## config.mk

```make
export PLATFORM = sky130hd
export DESIGN_NAME = sc_reg_shifter_flat
export DESIGN_NICKNAME = d
export VERILOG_FILES = /design/src/rtl/sc_reg_shifter_pkg.sv /design/src/rtl/sc_reg_shifter_if.sv /design/src/rtl/sc_reg_shifter_step.sv /design/src/rtl/sc_reg_shifter.sv /design/src/flat_wrapper.sv
export SDC_FILE = /design/constraint.sdc
export NUM_CORES = 1
export LEC_CHECK = 0
export ABC_CLOCK_PERIOD_IN_PS = 1300
export CAP_MARGIN = 20
export CORE_MARGIN = 1
export CORE_UTILIZATION = 45
export CTS_BUF_LIST = sky130_fd_sc_hd__clkbuf_8 sky130_fd_sc_hd__clkbuf_16
export DETAILED_ROUTE_END_ITERATION = 10
export PLACE_DENSITY = 0.78
export REMOVE_ABC_BUFFERS = 1
export SYNTH_ARGS = -nofsm -noshare
export SYNTH_HDL_FRONTEND = slang
export SYNTH_HIERARCHICAL = 1
export SYNTH_SLANG_ARGS = --single-unit
```

## constraint.sdc

```tcl
create_clock -name SC_RegSHIFTER_CLOCK_50 -period 1.3 [get_ports SC_RegSHIFTER_CLOCK_50]
set_clock_uncertainty 0.05 [all_clocks]
set_input_delay 0.26 -clock SC_RegSHIFTER_CLOCK_50 [delete_from_list [all_inputs] [get_ports SC_RegSHIFTER_CLOCK_50]]
set_output_delay 0.26 -clock SC_RegSHIFTER_CLOCK_50 [all_outputs]
set_load 0.03 [all_outputs]
```

## src/rtl/sc_reg_shifter_pkg.sv

```systemverilog
// Shared encodings for the shift/rotate register: shift modes and FSM states.
package sc_reg_shifter_pkg;

   typedef enum logic [1:0] {
      SHIFT_SLL = 2'b00,
      SHIFT_SRL = 2'b01,
      SHIFT_ROL = 2'b10,
      SHIFT_ROR = 2'b11
   } shiftMode_t;

   typedef enum logic [1:0] {
      ST_IDLE     = 2'b00,
      ST_SHIFTING = 2'b01,
      ST_DONE     = 2'b10
   } shiftState_t;

endpackage

```

## src/rtl/sc_reg_shifter_if.sv

```systemverilog
// Control/data bundle of the shift register; master drives commands, slave is the register.
interface sc_reg_shifter_if #(
   parameter int DW = 8,
   parameter int SW = $clog2(DW)
);
   logic          SC_RegSHIFTER_clear_InLow;
   logic          SC_RegSHIFTER_load_InLow;
   logic          SC_RegSHIFTER_start_InHigh;
   logic [1:0]    SC_RegSHIFTER_mode_InBUS;
   logic [SW-1:0] SC_RegSHIFTER_shamt_InBUS;
   logic          SC_RegSHIFTER_serial_In;
   logic [DW-1:0] SC_RegSHIFTER_data_InBUS;
   logic [DW-1:0] SC_RegSHIFTER_data_OutBUS;
   logic          SC_RegSHIFTER_serial_Out;
   logic          SC_RegSHIFTER_busy_OutHigh;
   logic          SC_RegSHIFTER_done_OutHigh;

   modport master (
      output SC_RegSHIFTER_clear_InLow, SC_RegSHIFTER_load_InLow, SC_RegSHIFTER_start_InHigh,
             SC_RegSHIFTER_mode_InBUS, SC_RegSHIFTER_shamt_InBUS, SC_RegSHIFTER_serial_In,
             SC_RegSHIFTER_data_InBUS,
      input  SC_RegSHIFTER_data_OutBUS, SC_RegSHIFTER_serial_Out,
             SC_RegSHIFTER_busy_OutHigh, SC_RegSHIFTER_done_OutHigh
   );

   modport slave (
      input  SC_RegSHIFTER_clear_InLow, SC_RegSHIFTER_load_InLow, SC_RegSHIFTER_start_InHigh,
             SC_RegSHIFTER_mode_InBUS, SC_RegSHIFTER_shamt_InBUS, SC_RegSHIFTER_serial_In,
             SC_RegSHIFTER_data_InBUS,
      output SC_RegSHIFTER_data_OutBUS, SC_RegSHIFTER_serial_Out,
             SC_RegSHIFTER_busy_OutHigh, SC_RegSHIFTER_done_OutHigh
   );
endinterface

```

## src/rtl/sc_reg_shifter_step.sv

```systemverilog
// One-position shifter/rotator; fill only matters for the logical shifts.
module sc_reg_shifter_step
   import sc_reg_shifter_pkg::*;
#(
   parameter int W = 8
) (
   input  logic [W-1:0] stepData,
   input  shiftMode_t   stepMode,
   input  logic         stepFill,
   output logic [W-1:0] stepNext,
   output logic         stepOut
);

   always_comb begin
      stepNext = stepData;
      stepOut  = 1'b0;
      case (stepMode)
         SHIFT_SLL: begin stepNext = {stepData[W-2:0], stepFill};    stepOut = stepData[W-1]; end
         SHIFT_SRL: begin stepNext = {stepFill, stepData[W-1:1]};    stepOut = stepData[0];   end
         SHIFT_ROL: begin stepNext = {stepData[W-2:0], stepData[W-1]}; stepOut = stepData[W-1]; end
         SHIFT_ROR: begin stepNext = {stepData[0], stepData[W-1:1]}; stepOut = stepData[0];   end
         default: ;
      endcase
   end

endmodule

```

## src/rtl/sc_reg_shifter.sv

```systemverilog
// Load/clear register with a one-bit-per-clock shift/rotate engine and serial chaining.
module sc_reg_shifter
   import sc_reg_shifter_pkg::*;
#(
   parameter int                            RegSHIFTER_DATAWIDTH  = 8,
   parameter int                            RegSHIFTER_SHAMTWIDTH = $clog2(RegSHIFTER_DATAWIDTH),
   parameter logic [RegSHIFTER_DATAWIDTH-1:0] RegSHIFTER_RESETVALUE = 1
) (
   input  logic            SC_RegSHIFTER_CLOCK_50,
   input  logic            SC_RegSHIFTER_RESET_InHigh,
   sc_reg_shifter_if.slave regBus
);

   localparam int W  = RegSHIFTER_DATAWIDTH;
   localparam int SW = RegSHIFTER_SHAMTWIDTH;

   shiftState_t state;
   shiftMode_t  modeLatched;
   logic [SW-1:0] stepCnt;
   logic [W-1:0]  dataReg, stepNext;
   logic          serialReg, stepOut;

   sc_reg_shifter_step #(.W(W)) stepUnit (
      .stepData (dataReg),
      .stepMode (modeLatched),
      .stepFill (regBus.SC_RegSHIFTER_serial_In),
      .stepNext (stepNext),
      .stepOut  (stepOut)
   );

   always_ff @(posedge SC_RegSHIFTER_CLOCK_50) begin
      if (SC_RegSHIFTER_RESET_InHigh) begin
         dataReg     <= RegSHIFTER_RESETVALUE;
         serialReg   <= 1'b0;
         stepCnt     <= '0;
         modeLatched <= SHIFT_SLL;
         state       <= ST_IDLE;
      end else if (!regBus.SC_RegSHIFTER_clear_InLow) begin
         dataReg   <= '0;
         serialReg <= 1'b0;
         stepCnt   <= '0;
         state     <= ST_IDLE;
      end else if (!regBus.SC_RegSHIFTER_load_InLow && state != ST_SHIFTING) begin
         dataReg <= regBus.SC_RegSHIFTER_data_InBUS;
         state   <= ST_IDLE;
      end else begin
         case (state)
            ST_IDLE: if (regBus.SC_RegSHIFTER_start_InHigh) begin
               modeLatched <= shiftMode_t'(regBus.SC_RegSHIFTER_mode_InBUS);
               stepCnt     <= regBus.SC_RegSHIFTER_shamt_InBUS;
               state       <= (regBus.SC_RegSHIFTER_shamt_InBUS == '0) ? ST_DONE : ST_SHIFTING;
            end
            ST_SHIFTING: begin
               dataReg   <= stepNext;
               serialReg <= stepOut;
               stepCnt   <= stepCnt - SW'(1);
               if (stepCnt == SW'(1)) state <= ST_DONE;
            end
            ST_DONE: state <= ST_IDLE;
            default: state <= ST_IDLE;
         endcase
      end
   end

   // Status is decoded straight from the state register, so nothing combinational reaches the outputs.
   assign regBus.SC_RegSHIFTER_data_OutBUS  = dataReg;
   assign regBus.SC_RegSHIFTER_serial_Out   = serialReg;
   assign regBus.SC_RegSHIFTER_busy_OutHigh = (state == ST_SHIFTING);
   assign regBus.SC_RegSHIFTER_done_OutHigh = (state == ST_DONE);

endmodule

```

## src/flat_wrapper.sv

```systemverilog
// flat-port wrapper written by rule: the top's interface ports become plain ports
module sc_reg_shifter_flat import sc_reg_shifter_pkg::*;
#(
   parameter int                            RegSHIFTER_DATAWIDTH  = 8,
   parameter int                            RegSHIFTER_SHAMTWIDTH = $clog2(RegSHIFTER_DATAWIDTH),
   parameter logic [RegSHIFTER_DATAWIDTH-1:0] RegSHIFTER_RESETVALUE = 1
)
  (SC_RegSHIFTER_CLOCK_50, SC_RegSHIFTER_RESET_InHigh, regBus_SC_RegSHIFTER_clear_InLow, regBus_SC_RegSHIFTER_load_InLow, regBus_SC_RegSHIFTER_start_InHigh, regBus_SC_RegSHIFTER_mode_InBUS, regBus_SC_RegSHIFTER_shamt_InBUS, regBus_SC_RegSHIFTER_serial_In, regBus_SC_RegSHIFTER_data_InBUS, regBus_SC_RegSHIFTER_data_OutBUS, regBus_SC_RegSHIFTER_serial_Out, regBus_SC_RegSHIFTER_busy_OutHigh, regBus_SC_RegSHIFTER_done_OutHigh);
  sc_reg_shifter_if #(.DW(8), .SW(3)) regBus_i ();
  input  logic SC_RegSHIFTER_CLOCK_50;
  input  logic SC_RegSHIFTER_RESET_InHigh;
  input wire logic [$bits(regBus_i.SC_RegSHIFTER_clear_InLow)-1:0] regBus_SC_RegSHIFTER_clear_InLow;
  input wire logic [$bits(regBus_i.SC_RegSHIFTER_load_InLow)-1:0] regBus_SC_RegSHIFTER_load_InLow;
  input wire logic [$bits(regBus_i.SC_RegSHIFTER_start_InHigh)-1:0] regBus_SC_RegSHIFTER_start_InHigh;
  input wire logic [$bits(regBus_i.SC_RegSHIFTER_mode_InBUS)-1:0] regBus_SC_RegSHIFTER_mode_InBUS;
  input wire logic [$bits(regBus_i.SC_RegSHIFTER_shamt_InBUS)-1:0] regBus_SC_RegSHIFTER_shamt_InBUS;
  input wire logic [$bits(regBus_i.SC_RegSHIFTER_serial_In)-1:0] regBus_SC_RegSHIFTER_serial_In;
  input wire logic [$bits(regBus_i.SC_RegSHIFTER_data_InBUS)-1:0] regBus_SC_RegSHIFTER_data_InBUS;
  output wire logic [$bits(regBus_i.SC_RegSHIFTER_data_OutBUS)-1:0] regBus_SC_RegSHIFTER_data_OutBUS;
  output wire logic [$bits(regBus_i.SC_RegSHIFTER_serial_Out)-1:0] regBus_SC_RegSHIFTER_serial_Out;
  output wire logic [$bits(regBus_i.SC_RegSHIFTER_busy_OutHigh)-1:0] regBus_SC_RegSHIFTER_busy_OutHigh;
  output wire logic [$bits(regBus_i.SC_RegSHIFTER_done_OutHigh)-1:0] regBus_SC_RegSHIFTER_done_OutHigh;
  assign regBus_i.SC_RegSHIFTER_clear_InLow = regBus_SC_RegSHIFTER_clear_InLow;
  assign regBus_i.SC_RegSHIFTER_load_InLow = regBus_SC_RegSHIFTER_load_InLow;
  assign regBus_i.SC_RegSHIFTER_start_InHigh = regBus_SC_RegSHIFTER_start_InHigh;
  assign regBus_i.SC_RegSHIFTER_mode_InBUS = regBus_SC_RegSHIFTER_mode_InBUS;
  assign regBus_i.SC_RegSHIFTER_shamt_InBUS = regBus_SC_RegSHIFTER_shamt_InBUS;
  assign regBus_i.SC_RegSHIFTER_serial_In = regBus_SC_RegSHIFTER_serial_In;
  assign regBus_i.SC_RegSHIFTER_data_InBUS = regBus_SC_RegSHIFTER_data_InBUS;
  assign regBus_SC_RegSHIFTER_data_OutBUS = regBus_i.SC_RegSHIFTER_data_OutBUS;
  assign regBus_SC_RegSHIFTER_serial_Out = regBus_i.SC_RegSHIFTER_serial_Out;
  assign regBus_SC_RegSHIFTER_busy_OutHigh = regBus_i.SC_RegSHIFTER_busy_OutHigh;
  assign regBus_SC_RegSHIFTER_done_OutHigh = regBus_i.SC_RegSHIFTER_done_OutHigh;
  sc_reg_shifter #(.RegSHIFTER_DATAWIDTH(RegSHIFTER_DATAWIDTH), .RegSHIFTER_SHAMTWIDTH(RegSHIFTER_SHAMTWIDTH), .RegSHIFTER_RESETVALUE(RegSHIFTER_RESETVALUE)) u_core (.SC_RegSHIFTER_CLOCK_50(SC_RegSHIFTER_CLOCK_50), .SC_RegSHIFTER_RESET_InHigh(SC_RegSHIFTER_RESET_InHigh), .regBus(regBus_i));
endmodule
```

==> reports/metrics.csv <==
stage,metric,value,unit
floorplanning,Die Outline Area,2330,sq um
global_route,Tot GR Track Use,0.209,
final_layout,"most common cell after layout, fill and taps aside",sky130_fd_sc_hd__buf_4,
flow_run,max-capacitance violation count,0,
sta,final setup vio count,0,
critical_path,required time of the critical path,0.99,ns
clock_network,number of buffers inserted during clock tree synthesis,3,
final_layout,layout net count,164,
critical_path,"setup slack, reg-to-reg",0.05,ns
status,result of the run,completed,
hold_path,path class of the lowest-slack min-delay path,primary input to register,
critical_path,r2r worst-path depth,4,
global_route,initial antenna violation count,0,
sta,count of final max-slew check failures,0,
synth,"Warnings, synthesis",6,
critical_path,cells along the critical path,and2b_1 > buf_4,
pwr,leak pwr,0.615,nW
clock_network,clock tree from TritonCTS,built,
pwr,Total Power,1.16,mW
detailed_routing,final routed DRC violation total,0,
detailed_routing,Routed wire per std cell,14.2,um
sta,slew at the pin closest to its max-slew limit,0.273,ns
final_layout,"top library cells by usage in the layout, fill and taps aside","sky130_fd_sc_hd__buf_4, sky130_fd_sc_hd__clkdlybuf4s50_1, sky130_fd_sc_hd__dfxtp_1",
final_layout,fill count,164,
detailed_routing,Avg Vias per Cell,5.48,
synth,portion of the post-synthesis area used by sequential elements,0.332,
synth,number of distinct library cell variants in the gate-level netlist after synthesis,33,
critical_path,beginning of the worst register-to-register path,u_core/state[0],
sta,Fin. Hold Viols,0,
sta,crit path time final,1.27,ns
floorplanning,Die Y-Extent,48.3,um
critical_path,highest cell delay on the worst timing path,0.37,ns
placed_design,post-detailed-placement half-perimeter wirelength,1750,um
critical_path,critical path arrival,0.96,ns
detailed_routing,violation count after the first detailed-routing iteration,10,
synth,average footprint of a synthesized cell,9.54,sq um
clock_network,Longest Clk Path Bufs,2,
final_layout,layout cells sized above 1,0.326,
critical_path,critical setup path kind,register to output port,
synth,top-area cell type share of the netlist area,0.332,
hold_path,Hold Crit Endpoint,u_core/regBus.SC_RegSHIFTER_data_OutBUS[0],
pwr,pwr dens,822,nW/um^2
placed_design,number of input and output port buffers inserted,29,
global_route,total overflow reported by the global router,0,
floorplanning,FP Rows,16,
floorplanning,horizontal extent of the die,48.3,um
critical_path,CP endpoint kind,output port,
sta,maximum clock frequency,788,MHz
critical_path,CP startpoint kind,register,
global_route,via count of the first global-routing pass,833,
clock_network,number of buffers inserted for hold repair after clock tree synthesis,0,
synth,leading cell types by total area after synthesis,"sky130_fd_sc_hd__dfxtp_1, sky130_fd_sc_hd__mux2i_1, sky130_fd_sc_hd__mux2_4, sky130_fd_sc_hd__a211oi_1, sky130_fd_sc_hd__nor2_1",
sta,worst slew margin relative to its limit,0.816,
global_route,maximum number of pins on one net before global-route repair,16,
sta,Worst Hold Slack,0.328,ns
final_layout,Diodes inserted,0,
placed_design,last weighted congestion value of the routability-driven placer,0.868,
detailed_routing,drt first pass iters,4,
clock_network,worst-skew pair later-pin latency,0.25,ns
clock_network,total number of clock tree sinks,16,
critical_path,master of the slowest instance on the critical path,sky130_fd_sc_hd__dfxtp_4,
pwr,maximum vdd ir drop,0.631,mV
final_layout,post-synthesis to final-layout area growth,46.2,%
clock_network,count of H-tree levels built during CTS,1,
synth,Yosys top cell by area,sky130_fd_sc_hd__dfxtp_1,
detailed_routing,DR vias,921,
synth,Post-Synthesis Cells,101,
floorplanning,area of the core,1980,sq um
floorplanning,number of placed I/O pins,30,
detailed_routing,antenna-violating nets left,0,
hold_path,depth of the worst hold-timing path,3,
clock_network,clock-pin slew of the registers on the worst-case setup and hold paths,0.06,ns
clock_network,root buf cell,sky130_fd_sc_hd__clkbuf_8,
critical_path,Critical Path Fanout Max,4,
floorplanning,initial core utilization,0.486,
critical_path,end of the worst register-to-register path,u_core/modeLatched[1],
synth,synthesized area,963,sq um
global_route,first-pass GRT wire length,3280,um
hold_path,Hold Startpoint,SC_RegSHIFTER_RESET_InHigh,
synth,count of state elements after synthesis,16,
sta,"Period Utilization, post-route",0.976,
detailed_routing,Routed Wire Length,2380,um
## worst max-delay path, delay by kind of cell, from the launching register on
kind          cells  cell delay [ns]
flops             1             0.37
simple gates      1             0.18
buf+inv           1             0.16
## cell families after synthesis
logic type                 after synthesis  share of synthesized area
and+or+nand+nor                         30                      0.196
AOI/OAI and AO/OA                       27                      0.184
muxes                                   16                      0.199
DFF                                     16                      0.332
buffers and inverters                   10                     0.0623
adders and majority gates                2                     0.0260
## routing by layer
layer / GRT usage / wire length [um] / vias up
li1: - / - / 449
met1: 0.211 / 1010 / 435
met2: 0.373 / 1200 / 32
met3: 0.0444 / 130 / 5
met4: 0.156 / 42 / 0
met5: 0 / 0 / -
## where the power goes
group          switching (mW)  internal, mW
combinational           0.117         0.148
sequential             0.0205         0.507
clock                   0.161         0.205
## layout make-up
type	instances	area, sq um	share of cell area
Multi-Input combinational cell	75	601	0.426
Timing Repair Buffer	42	383	0.272
Sequential cell	16	329	0.234
Clock buffer	3	41.3	0.0293
Tap cell	27	33.8	0.0240
Inverter	5	21.3	0.0151
## how the worst max path moves through the flow
stage                                    start                                    endpoint  slack (ns)  cells after the start
5_1_grt                        u_core/state[0]                       u_core/modeLatched[1]      -0.004                      4
3_5_place_dp   regBus_SC_RegSHIFTER_load_InLow                             u_core/state[1]       -0.26                      4
3_3_place_gp   regBus_SC_RegSHIFTER_load_InLow                             u_core/state[1]       -0.21                      4
2_1_floorplan                  u_core/state[1]  u_core/regBus.SC_RegSHIFTER_data_OutBUS[0]       -0.19                      4
4_1_cts             SC_RegSHIFTER_RESET_InHigh                             u_core/state[1]       0.009                      4
6_report                       u_core/state[0]           regBus_SC_RegSHIFTER_done_OutHigh        0.03                      2
## registers in the layout (all words and copies together), names as in the netlist
signal                                   flops
u_core/state                                 2
u_core/regBus.SC_RegSHIFTER_serial_Out       1
u_core/regBus.SC_RegSHIFTER_data_OutBUS      8
u_core/stepCnt                               3
u_core/modeLatched                           2
## synthesized netlist by cell type
master and instances:
sky130_fd_sc_hd__buf_4 1, sky130_fd_sc_hd__o22ai_1 1, sky130_fd_sc_hd__o21ai_0 2, sky130_fd_sc_hd__a211oi_1 7, sky130_fd_sc_hd__a32oi_1 1, sky130_fd_sc_hd__inv_4 1, sky130_fd_sc_hd__ha_1 2, sky130_fd_sc_hd__mux2_4 6
sky130_fd_sc_hd__inv_1 4, sky130_fd_sc_hd__mux2_2 1, sky130_fd_sc_hd__and2b_1 2, sky130_fd_sc_hd__a21oi_1 6, sky130_fd_sc_hd__dfxtp_1 16, sky130_fd_sc_hd__nor3_1 1, sky130_fd_sc_hd__nor3b_2 1, sky130_fd_sc_hd__buf_2 1
sky130_fd_sc_hd__clkbuf_1 1, sky130_fd_sc_hd__a211oi_2 1, sky130_fd_sc_hd__and2_1 1, sky130_fd_sc_hd__buf_6 2, sky130_fd_sc_hd__o211ai_1 3, sky130_fd_sc_hd__mux2i_1 9, sky130_fd_sc_hd__o21ai_1 4, sky130_fd_sc_hd__nand2b_1 5
sky130_fd_sc_hd__nand4b_1 2, sky130_fd_sc_hd__o31ai_1 1, sky130_fd_sc_hd__nor2b_1 2, sky130_fd_sc_hd__o21bai_1 1, sky130_fd_sc_hd__nor3b_1 1, sky130_fd_sc_hd__or3_4 1, sky130_fd_sc_hd__and4bb_2 2, sky130_fd_sc_hd__nand2_1 3
sky130_fd_sc_hd__nor2_1 9
## timing repair
| item | 4_1_cts | 5_1_grt |
|---|---|---|
| gates resized for setup | 7 | 6 |
| buffers inserted | 2 | 2 |
| setup endpoints to repair | 3 | 3 |
| cloned | 0 | 0 |
| pin swaps | 0 | 1 |
## metrics by stage
step	cells	setup WS (ns)	instance area [sq um]	setup TNS, ns	util
floorplan	96	-0.192	925	-0.514	-
global placement	161	-0.210	1300	-2.38	0.657
detailed placement	161	-0.258	1300	-2.81	0.657
CTS	166	0.00940	1380	0	0.694
global route	168	-0.00408	1410	-0.00408	0.711
finish	168	0.0310	1410	0	0.711
No activity file was read; power rests on OpenSTA's default activity.
